--- src/rtl/execute_branch_check_pkg.sv ---
// Shared definitions for the execute-stage branch check: flag bit map,
// condition codes and the condition evaluator used by RTL and predictor models.
package execute_branch_check_pkg;

    localparam int FLAG_Z = 0;
    localparam int FLAG_P = 1;
    localparam int FLAG_C = 2;
    localparam int FLAG_O = 3;
    localparam int FLAG_S = 4;

    typedef enum logic [3:0] {
        CC_ALWAYS = 4'd0,
        CC_EQ     = 4'd1,
        CC_NE     = 4'd2,
        CC_MI     = 4'd3,
        CC_PL     = 4'd4,
        CC_PAR    = 4'd5,
        CC_NPAR   = 4'd6,
        CC_OV     = 4'd7,
        CC_NOV    = 4'd8,
        CC_CS     = 4'd9,
        CC_CC     = 4'd10,
        CC_HI     = 4'd11,
        CC_LS     = 4'd12,
        CC_GT     = 4'd13,
        CC_GE     = 4'd14,
        CC_LT     = 4'd15
    } cc_e;

    function automatic logic cc_eval(input logic [3:0] cc, input logic [4:0] flags);
        logic res;
        case (cc)
            CC_ALWAYS: res = 1'b1;
            CC_EQ:     res = flags[FLAG_Z];
            CC_NE:     res = !flags[FLAG_Z];
            CC_MI:     res = flags[FLAG_S];
            CC_PL:     res = !flags[FLAG_S];
            CC_PAR:    res = flags[FLAG_P];
            CC_NPAR:   res = !flags[FLAG_P];
            CC_OV:     res = flags[FLAG_O];
            CC_NOV:    res = !flags[FLAG_O];
            CC_CS:     res = flags[FLAG_C];
            CC_CC:     res = !flags[FLAG_C];
            CC_HI:     res = flags[FLAG_C] && !flags[FLAG_Z];
            CC_LS:     res = !flags[FLAG_C] || flags[FLAG_Z];
            CC_GT:     res = !flags[FLAG_Z] && (flags[FLAG_S] == flags[FLAG_O]);
            CC_GE:     res = (flags[FLAG_S] == flags[FLAG_O]);
            CC_LT:     res = (flags[FLAG_S] != flags[FLAG_O]);
            default:   res = 1'b0;
        endcase
        return res;
    endfunction

endpackage

--- src/rtl/execute_branch_cc_eval.sv ---
// Combinational flag bypass and condition-code decode for the branch check.
module execute_branch_cc_eval
    import execute_branch_check_pkg::*;
(
    input  logic [4:0] flag_i,
    input  logic       fwd_valid_i,
    input  logic [4:0] fwd_flag_i,
    input  logic [3:0] cc_i,
    output logic       cond_o
);

    logic [4:0] eff_flag_s;

    // In-flight flag writes win so a compare followed directly by a branch sees new flags.
    assign eff_flag_s = fwd_valid_i ? fwd_flag_i : flag_i;
    assign cond_o     = cc_eval(cc_i, eff_flag_s);

endmodule

--- src/rtl/execute_branch_check.sv ---
// Execute-stage branch resolution: one registered result entry with redirect
// address, valid/busy handshake and a saturating mispredict counter.
module execute_branch_check
    import execute_branch_check_pkg::*;
#(
    parameter int P_ADDR_W     = 32,
    parameter int P_INST_BYTES = 4,
    parameter int P_CNT_W      = 16
) (
    input  logic                iCLOCK,
    input  logic                iRESET_SYNC,
    input  logic                iCTRL_HOLD,
    input  logic                iEVENT_FLUSH,
    input  logic                iPREV_VALID,
    output logic                oPREV_BUSY,
    input  logic                iPREV_BRANCH,
    input  logic [3:0]          iPREV_CC,
    input  logic [P_ADDR_W-1:0] iPREV_PC,
    input  logic [P_ADDR_W-1:0] iPREV_TARGET,
    input  logic                iPREV_PREDICT,
    input  logic [4:0]          iFLAG,
    input  logic                iFWD_VALID,
    input  logic [4:0]          iFWD_FLAG,
    output logic                oNEXT_VALID,
    input  logic                iNEXT_BUSY,
    output logic                oNEXT_BRANCH,
    output logic                oNEXT_TAKEN,
    output logic                oNEXT_MISPREDICT,
    output logic [P_ADDR_W-1:0] oNEXT_REDIRECT,
    output logic [P_CNT_W-1:0]  oMISS_COUNT
);

    localparam logic [P_CNT_W-1:0]  CNT_MAX   = {P_CNT_W{1'b1}};
    localparam logic [P_ADDR_W-1:0] INST_STEP = P_ADDR_W'(P_INST_BYTES);

    logic                valid_q, valid_d;
    logic                branch_q, branch_d;
    logic                taken_q, taken_d;
    logic                mispred_q, mispred_d;
    logic [P_ADDR_W-1:0] redirect_q, redirect_d;
    logic [P_CNT_W-1:0]  cnt_q, cnt_d;

    logic cond_s;
    logic taken_s;
    logic mispred_s;
    logic stall_s;
    logic accept_s;

    execute_branch_cc_eval u_cc_eval (
        .flag_i      (iFLAG),
        .fwd_valid_i (iFWD_VALID),
        .fwd_flag_i  (iFWD_FLAG),
        .cc_i        (iPREV_CC),
        .cond_o      (cond_s)
    );

    assign stall_s   = valid_q && iNEXT_BUSY;
    assign accept_s  = iPREV_VALID && !stall_s && !iCTRL_HOLD && !iEVENT_FLUSH;
    assign taken_s   = iPREV_BRANCH && cond_s;
    assign mispred_s = iPREV_BRANCH && (cond_s != iPREV_PREDICT);

    // Next-state selection by flush > hold > stall > load priority.
    always_comb begin
        valid_d    = valid_q;
        branch_d   = branch_q;
        taken_d    = taken_q;
        mispred_d  = mispred_q;
        redirect_d = redirect_q;
        cnt_d      = cnt_q;
        if (iEVENT_FLUSH) begin
            valid_d = 1'b0;
        end else if (iCTRL_HOLD || stall_s) begin
            valid_d = valid_q;
        end else begin
            valid_d    = accept_s;
            branch_d   = iPREV_BRANCH;
            taken_d    = taken_s;
            mispred_d  = mispred_s;
            redirect_d = taken_s ? iPREV_TARGET : (iPREV_PC + INST_STEP);
            if (accept_s && mispred_s && (cnt_q != CNT_MAX)) begin
                cnt_d = cnt_q + {{(P_CNT_W-1){1'b0}}, 1'b1};
            end else begin
                cnt_d = cnt_q;
            end
        end
    end

    // Result entry and counter registers with synchronous reset.
    always_ff @(posedge iCLOCK) begin
        if (iRESET_SYNC) begin
            valid_q    <= 1'b0;
            branch_q   <= 1'b0;
            taken_q    <= 1'b0;
            mispred_q  <= 1'b0;
            redirect_q <= {P_ADDR_W{1'b0}};
            cnt_q      <= {P_CNT_W{1'b0}};
        end else begin
            valid_q    <= valid_d;
            branch_q   <= branch_d;
            taken_q    <= taken_d;
            mispred_q  <= mispred_d;
            redirect_q <= redirect_d;
            cnt_q      <= cnt_d;
        end
    end

    assign oPREV_BUSY       = stall_s;
    assign oNEXT_VALID      = valid_q;
    assign oNEXT_BRANCH     = branch_q;
    assign oNEXT_TAKEN      = taken_q;
    assign oNEXT_MISPREDICT = mispred_q;
    assign oNEXT_REDIRECT   = redirect_q;
    assign oMISS_COUNT      = cnt_q;

endmodule

--- config.mk ---
export PLATFORM = sky130hd
export DESIGN_NAME = execute_branch_check
export DESIGN_NICKNAME = d
export VERILOG_FILES = /design/src/rtl/execute_branch_check_pkg.sv /design/src/rtl/execute_branch_cc_eval.sv /design/src/rtl/execute_branch_check.sv
export SDC_FILE = /design/constraint.sdc
export NUM_CORES = 1
export LEC_CHECK = 0
export ABC_AREA = 1
export BUFFER_PORTS_ARGS = -buffer_cell sky130_fd_sc_hd__buf_2
export CELL_PAD_IN_SITES_DETAIL_PLACEMENT = 0
export CELL_PAD_IN_SITES_GLOBAL_PLACEMENT = 1
export CORE_UTILIZATION = 38
export CTS_BUF_LIST = sky130_fd_sc_hd__clkbuf_4
export DETAILED_ROUTE_END_ITERATION = 7
export PLACE_DENSITY_LB_ADDON = 0.1
export SLEW_MARGIN = 30
export SYNTH_ARGS = -nofsm -noshare
export SYNTH_HDL_FRONTEND = slang
export SYNTH_SLANG_ARGS = --single-unit
--- constraint.sdc ---
create_clock -name iCLOCK -period 3.74 [get_ports iCLOCK]
set_clock_uncertainty 0.1 [all_clocks]
set_input_delay 0.561 -clock iCLOCK [delete_from_list [all_inputs] [get_ports iCLOCK]]
set_output_delay 0.561 -clock iCLOCK [all_outputs]
set_load 0.005 [all_outputs]
* Yosys cells after proc, flatten, opt, wreduce, memory -nomap -nowiden
Index checks and enable logic that the tools add are counted. W data, S select, Z words.
Storage, ports and cells: bits in latches 0, RAM bits 0, word-level logic and storage cells 56, memories 0, bits in registers 52, ROM bits 0, input bits 87
Operators by class: shift operators 0, reduce and logical (&&, ||, !) cells 24, multiply operators 0, equality and inequality tests 19, bitwise gates (word level) 2, order comparisons 0, divide/modulo/power cells 0, multiplexer cells 3, add/subtract/negate cells 2
Operators with widths (number):
- $add A32 B3 Y32 const B | 1
- $eq A4 B4 Y1 const B | 8
- $mux W32 | 1
- $add A16 B1 Y16 const B | 1
- $eq A4 B3 Y1 const B | 4
- $ne A16 B16 Y1 const B | 1
- $pmux W1 S16 | 1
- $logic_and A1 B1 Y1 | 10
- $eq A4 B2 Y1 const B | 2
- $logic_not A1 Y1 | 8
- $mux W5 | 1
- $eq A4 B1 Y1 const B | 1
- $logic_not A4 Y1 | 1
- $reduce_and A3 Y1 | 1
- $logic_or A1 B1 Y1 | 2
- $ne A1 B1 Y1 | 2
- $not A1 Y1 | 2
- $reduce_and A2 Y1 | 1
- $reduce_or A2 Y1 | 1
- $eq A1 B1 Y1 | 1

* Logic depth before layout (Yosys ltp)
depth in word-level cells 9, depth in mapped cells 17, gate-level depth less buffers 15

* Modules after synthesis
From an unflattened synthesis, not the netlist that was laid out.
Second synthesis, totals: cells, all modules 619, area total of the unflattened synthesis 3721.1 µm²
Modules (own cells, without submodules):
- execute_branch_check | area an instance 3349.5 µm², cells an instance 533, times used 1
- execute_branch_cc_eval | area an instance 371.6 µm², cells an instance 86, times used 1

* Worst setup path before layout
OpenSTA, ideal clock, no wires.
path kind input -> register, start in iFWD_VALID, end reg redirect_q[26], in the netlist oNEXT_REDIRECT[26], buffers on the path 3, data required time 3.508 ns, data arrival time 1.850 ns, cell stages on the path 15, slack 1.658 ns, path through buf_6 > inv_8 > nand2_2 > nand2_2 > nand2_1 > nand3_1 > nand3_1 > nor2_4 > nand2_4 > nand2_4 > buf_6 > buf_6 > nand3_1 > nand3_1 > a21oi_1
Between the ends: longest elaborated chain between the ends 6, elaborated cells between the ends (all ways) 14
Ends and longest elaborated chain:
- start: declaration | RTL line execute_branch_check.sv:22 | input logic iFWD_VALID,
- $mux W5 (*) | RTL line execute_branch_cc_eval.sv:15 | assign eff_flag_s = fwd_valid_i ? fwd_flag_i : flag_i;
- $eq A1 B1 Y1 (tied with other cells) | RTL line execute_branch_check_pkg.sv:46, execute_branch_check_pkg.sv:47
- $logic_and A1 B1 Y1 (tied with other cells) | RTL line execute_branch_check_pkg.sv:46 | CC_GT: res = !flags[FLAG_Z] && (flags[FLAG_S] == flags[FLAG_O]);
- $pmux W1 S16 (*) | RTL line execute_branch_check_pkg.sv:32 | case (cc)
- $logic_and A1 B1 Y1 (*) | RTL line execute_branch_check.sv:59 | assign taken_s = iPREV_BRANCH && cond_s;
- $mux W32 (*) | RTL line execute_branch_check.sv:79 | redirect_d = taken_s ? iPREV_TARGET : (iPREV_PC + INST_STEP);
- end signal: assignment | RTL line execute_branch_check.sv:95 | redirect_q <= {P_ADDR_W{1'b0}};
- end signal: assignment | RTL line execute_branch_check.sv:102 | redirect_q <= redirect_d;
- end: declaration | RTL line execute_branch_check.sv:40 | logic [P_ADDR_W-1:0] redirect_q, redirect_d;
Every way passes the cells marked *; elsewhere a longest branch is shown, timed or not. A chain may end at the register's enable or synchronous reset.

* Worst setup path in the final report
start in iFWD_VALID, end reg redirect_q[20], in the netlist oNEXT_REDIRECT[20]
Same word-level chain as after synthesis.

==> impl_metrics.json <==
{
  "critical_path_class": "in2reg",
  "synth.avg_cell_area_um2": 6.43,
  "place_inst": 862,
  "drive_gt1_share_pct": 26.7,
  "postCtsSetupBuffers": 0,
  "io_buffers": 139,
  "wl_met2_um": 5700,
  "setup_viol": 0,
  "gp_congestion": 0.910,
  "mostFrequentLayoutCell": "nand2_1",
  "area_delta_synth_final_pct": 20.8,
  "netlist_area_um2": 3920,
  "drc": 0,
  "grt_pass1_vias": 4090,
  "worstSetupStartpointType": "input pin",
  "seq_area_frac_synth_pct": 26.6,
  "worst_slew_pin_slew_ns": 0.734,
  "num_vias": 4245,
  "num_antenna_cells": 0,
  "nNetsFinal": 825,
  "clk_pin_slew_ns": 0.17,
  "path_cells": "buf_2 > inv_8 > nand2_2 > nand2_2 > nand2_1 > nand2_1 > nor2_1 > nand2_1 > nor2_4 > nand2_4 > nand2_4 > o21ai_0 > nand3_1 > a21oi_1",
  "hold_ws_ns": 0.238,
  "cts_tree": "done",
  "fmax_mhz": 443,
  "hold_viol_final": 0,
  "cts_buffers": 5,
  "grt_max_degree": 59,
  "wire_per_inst_um": 13.3,
  "clock-sinks": 52,
  "setup_tns_ns": 0,
  "drt-initial-drc-count": 110,
  "cts_buffer_depth": 2,
  "crit_required_ns": 3.90,
  "yosysUniqueCellTypes": 37,
  "crit_start": "iFWD_VALID",
  "max_cap_viol_count": 0,
  "max_stage_delay_ns": 0.50,
  "detail_route.vias_per_cell": 4.88,
  "fp.dieArea_um2": 10700,
  "reg2reg_to": "oMISS_COUNT[0]",
  "grt_usage_pct": 21.4,
  "synth-compound-area-share_pct": 15.2,
  "reg2reg_depth": 9,
  "path_max_fanout": 58,
  "cts-root-buf": "clkbuf_4",
  "core_um2": 9860,
  "fp.dieH_um": 104,
  "die_w_um": 104,
  "endpoint_kind": "register",
  "yosys.area_share.simple_pct": 39.7,
  "synthCells": 609,
  "initial_core_util_pct": 39.7,
  "grt_pass1_wl_um": 19000,
  "maxSlewViolCount": 0,
  "antenna_found_initial": 1,
  "period_share_pct": 60.3,
  "min_path_cells": 2,
  "critPathSlowestCell": "nand2_4",
  "synth_warnings": 0,
  "yosys_register_bits": 52,
  "slew_headroom_pct": 51.0,
  "wl_met1_um": 5220,
  "ioPinCount": 140,
  "htreeDepth": 2,
  "r2r_start": "oMISS_COUNT[0]",
  "max-vdd-ir-drop_uv": 136,
  "cts_hold_buf": 0,
  "wl_um": 11500,
  "hold_path_startpoint": "iEVENT_FLUSH",
  "ant_nets": 0,
  "crit_arrival_ns": 2.42,
  "holdPathEnd": "oNEXT_VALID",
  "dr.max_layer_used": "met5",
  "r2r_slack_ns": 1.72,
  "rows": 36,
  "layout_min_cycle_time_ns": 2.26,
  "power_density_nw_per_um2": 252,
  "fin_util_pct": 48.0,
  "first_pass_iters": 4,
  "clkLatencyLatePin_ns": 0.39,
  "synth_nets": 698,
  "hold_path_class": "in2reg",
  "crit_path_frequent_cell": "nand2_1",
  "dpl.hpwl_um": 9020,
  "run_status": "completed",
  "p_leak_uw": 0.00231,
  "synth_top_family_by_area": "simple AND/OR/NAND/NOR gates",
  "synth_mux_area_share_pct": 0,
  "dr_wl_met3_um": 500,
  "synth_fa_ha_area_share_pct": 0.639,
  "mostFrequentLayoutCells": "nand2_1, buf_2, inv_1, dfxtp_1, a21oi_1",
  "rsz0062_at_grt": "false",
  "instances_no_fill": 870,
  "grt-ovfl-total": 0,
  "post_cts_resized": 0,
  "synth-xor-area-share_pct": 7.16
}
==> worst max path at each step <==
stage | end | cells after the start
after floorplan | oNEXT_REDIRECT[26] | 15
after detailed placement | oNEXT_REDIRECT[20] | 14
after CTS | oNEXT_REDIRECT[20] | 14
final | oNEXT_REDIRECT[20] | 14
after global placement | oNEXT_REDIRECT[24] | 15
after global routing | oNEXT_REDIRECT[29] | 15
==> critical path, delay by kind of cell <==
| family | cells | cell delay, ns |
|---|---|---|
| and+or+nand+nor | 10 | 1.28 |
| buffers and inverters | 2 | 0.29 |
| AOI/OAI and AO/OA | 2 | 0.26 |
==> Yosys cell counts (all sizes together) <==
| cell | number | area, um^2 |
|---|---|---|
| nor3 | 18 | 95.1 |
| dfxtp | 52 | 1040 |
| and2 | 1 | 6.26 |
| or2 | 10 | 62.6 |
| nand3b | 1 | 7.51 |
| o211ai | 18 | 225 |
| nand2 | 202 | 808 |
| o21ai | 11 | 55.1 |
| nand3 | 34 | 183 |
| ha | 2 | 25.0 |
| nand4 | 25 | 171 |
| a31oi | 1 | 12.5 |
| xor2 | 23 | 201 |
| inv | 69 | 269 |
| xnor2 | 9 | 78.8 |
| a211oi | 1 | 7.51 |
| a21oi | 54 | 289 |
| buf | 13 | 108 |
| nor2 | 50 | 203 |
| clkbuf | 11 | 41.3 |
| and3 | 1 | 6.26 |
| nor4 | 2 | 12.5 |
| o21bai | 1 | 7.51 |
==> logic make-up after synthesis <==
kind of cell,after synthesis
AND/OR/NAND/NOR,344
buffers and inverters,93
AO/OA/AOI/OAI,86
flip-flops,52
XOR/XNOR,32
adder cells (fa/ha/maj),2
==> power by group <==
group          leakage, uW  internal (uW)  total [uW]  switching (uW)
registers         0.000424            578         591            12.4
clock network    0.0000356           76.5         280             204
logic              0.00185            120         320             200
total              0.00231            775        1190             416
==> registers in the layout, indices dropped and copies added (netlist names) <==
signal            cells
oNEXT_REDIRECT       32
oMISS_COUNT          16
oNEXT_BRANCH          1
oNEXT_MISPREDICT      1
oNEXT_TAKEN           1
oNEXT_VALID           1
==> layer usage <==
metal,global-route usage (%),up-vias
li1,-,2220
met1,26.1,1927
met2,39.0,85
met3,4.09,11
met4,4.14,2
met5,0,-
==> cell type report <==
cell class	count	area, um^2
flip-flops and latches	52	1040
multi-input cells	464	2460
repair buffers	144	733
well taps	133	166
fillers	1094	5130
inverters	69	269
clock buffers	5	37.5
clock inverters	3	22.5
==> per-stage QoR <==
step	setup slack, ns	total power (uW)	area (um^2)
after global placement	1.10	920	4670
after floorplan	1.66	808	3920
final	1.48	1190	4730
after detailed placement	1.04	924	4670
after CTS	1.47	1200	4730
after global routing	1.31	1270	4730
Note: power is estimated with default switching activity, not from simulation.
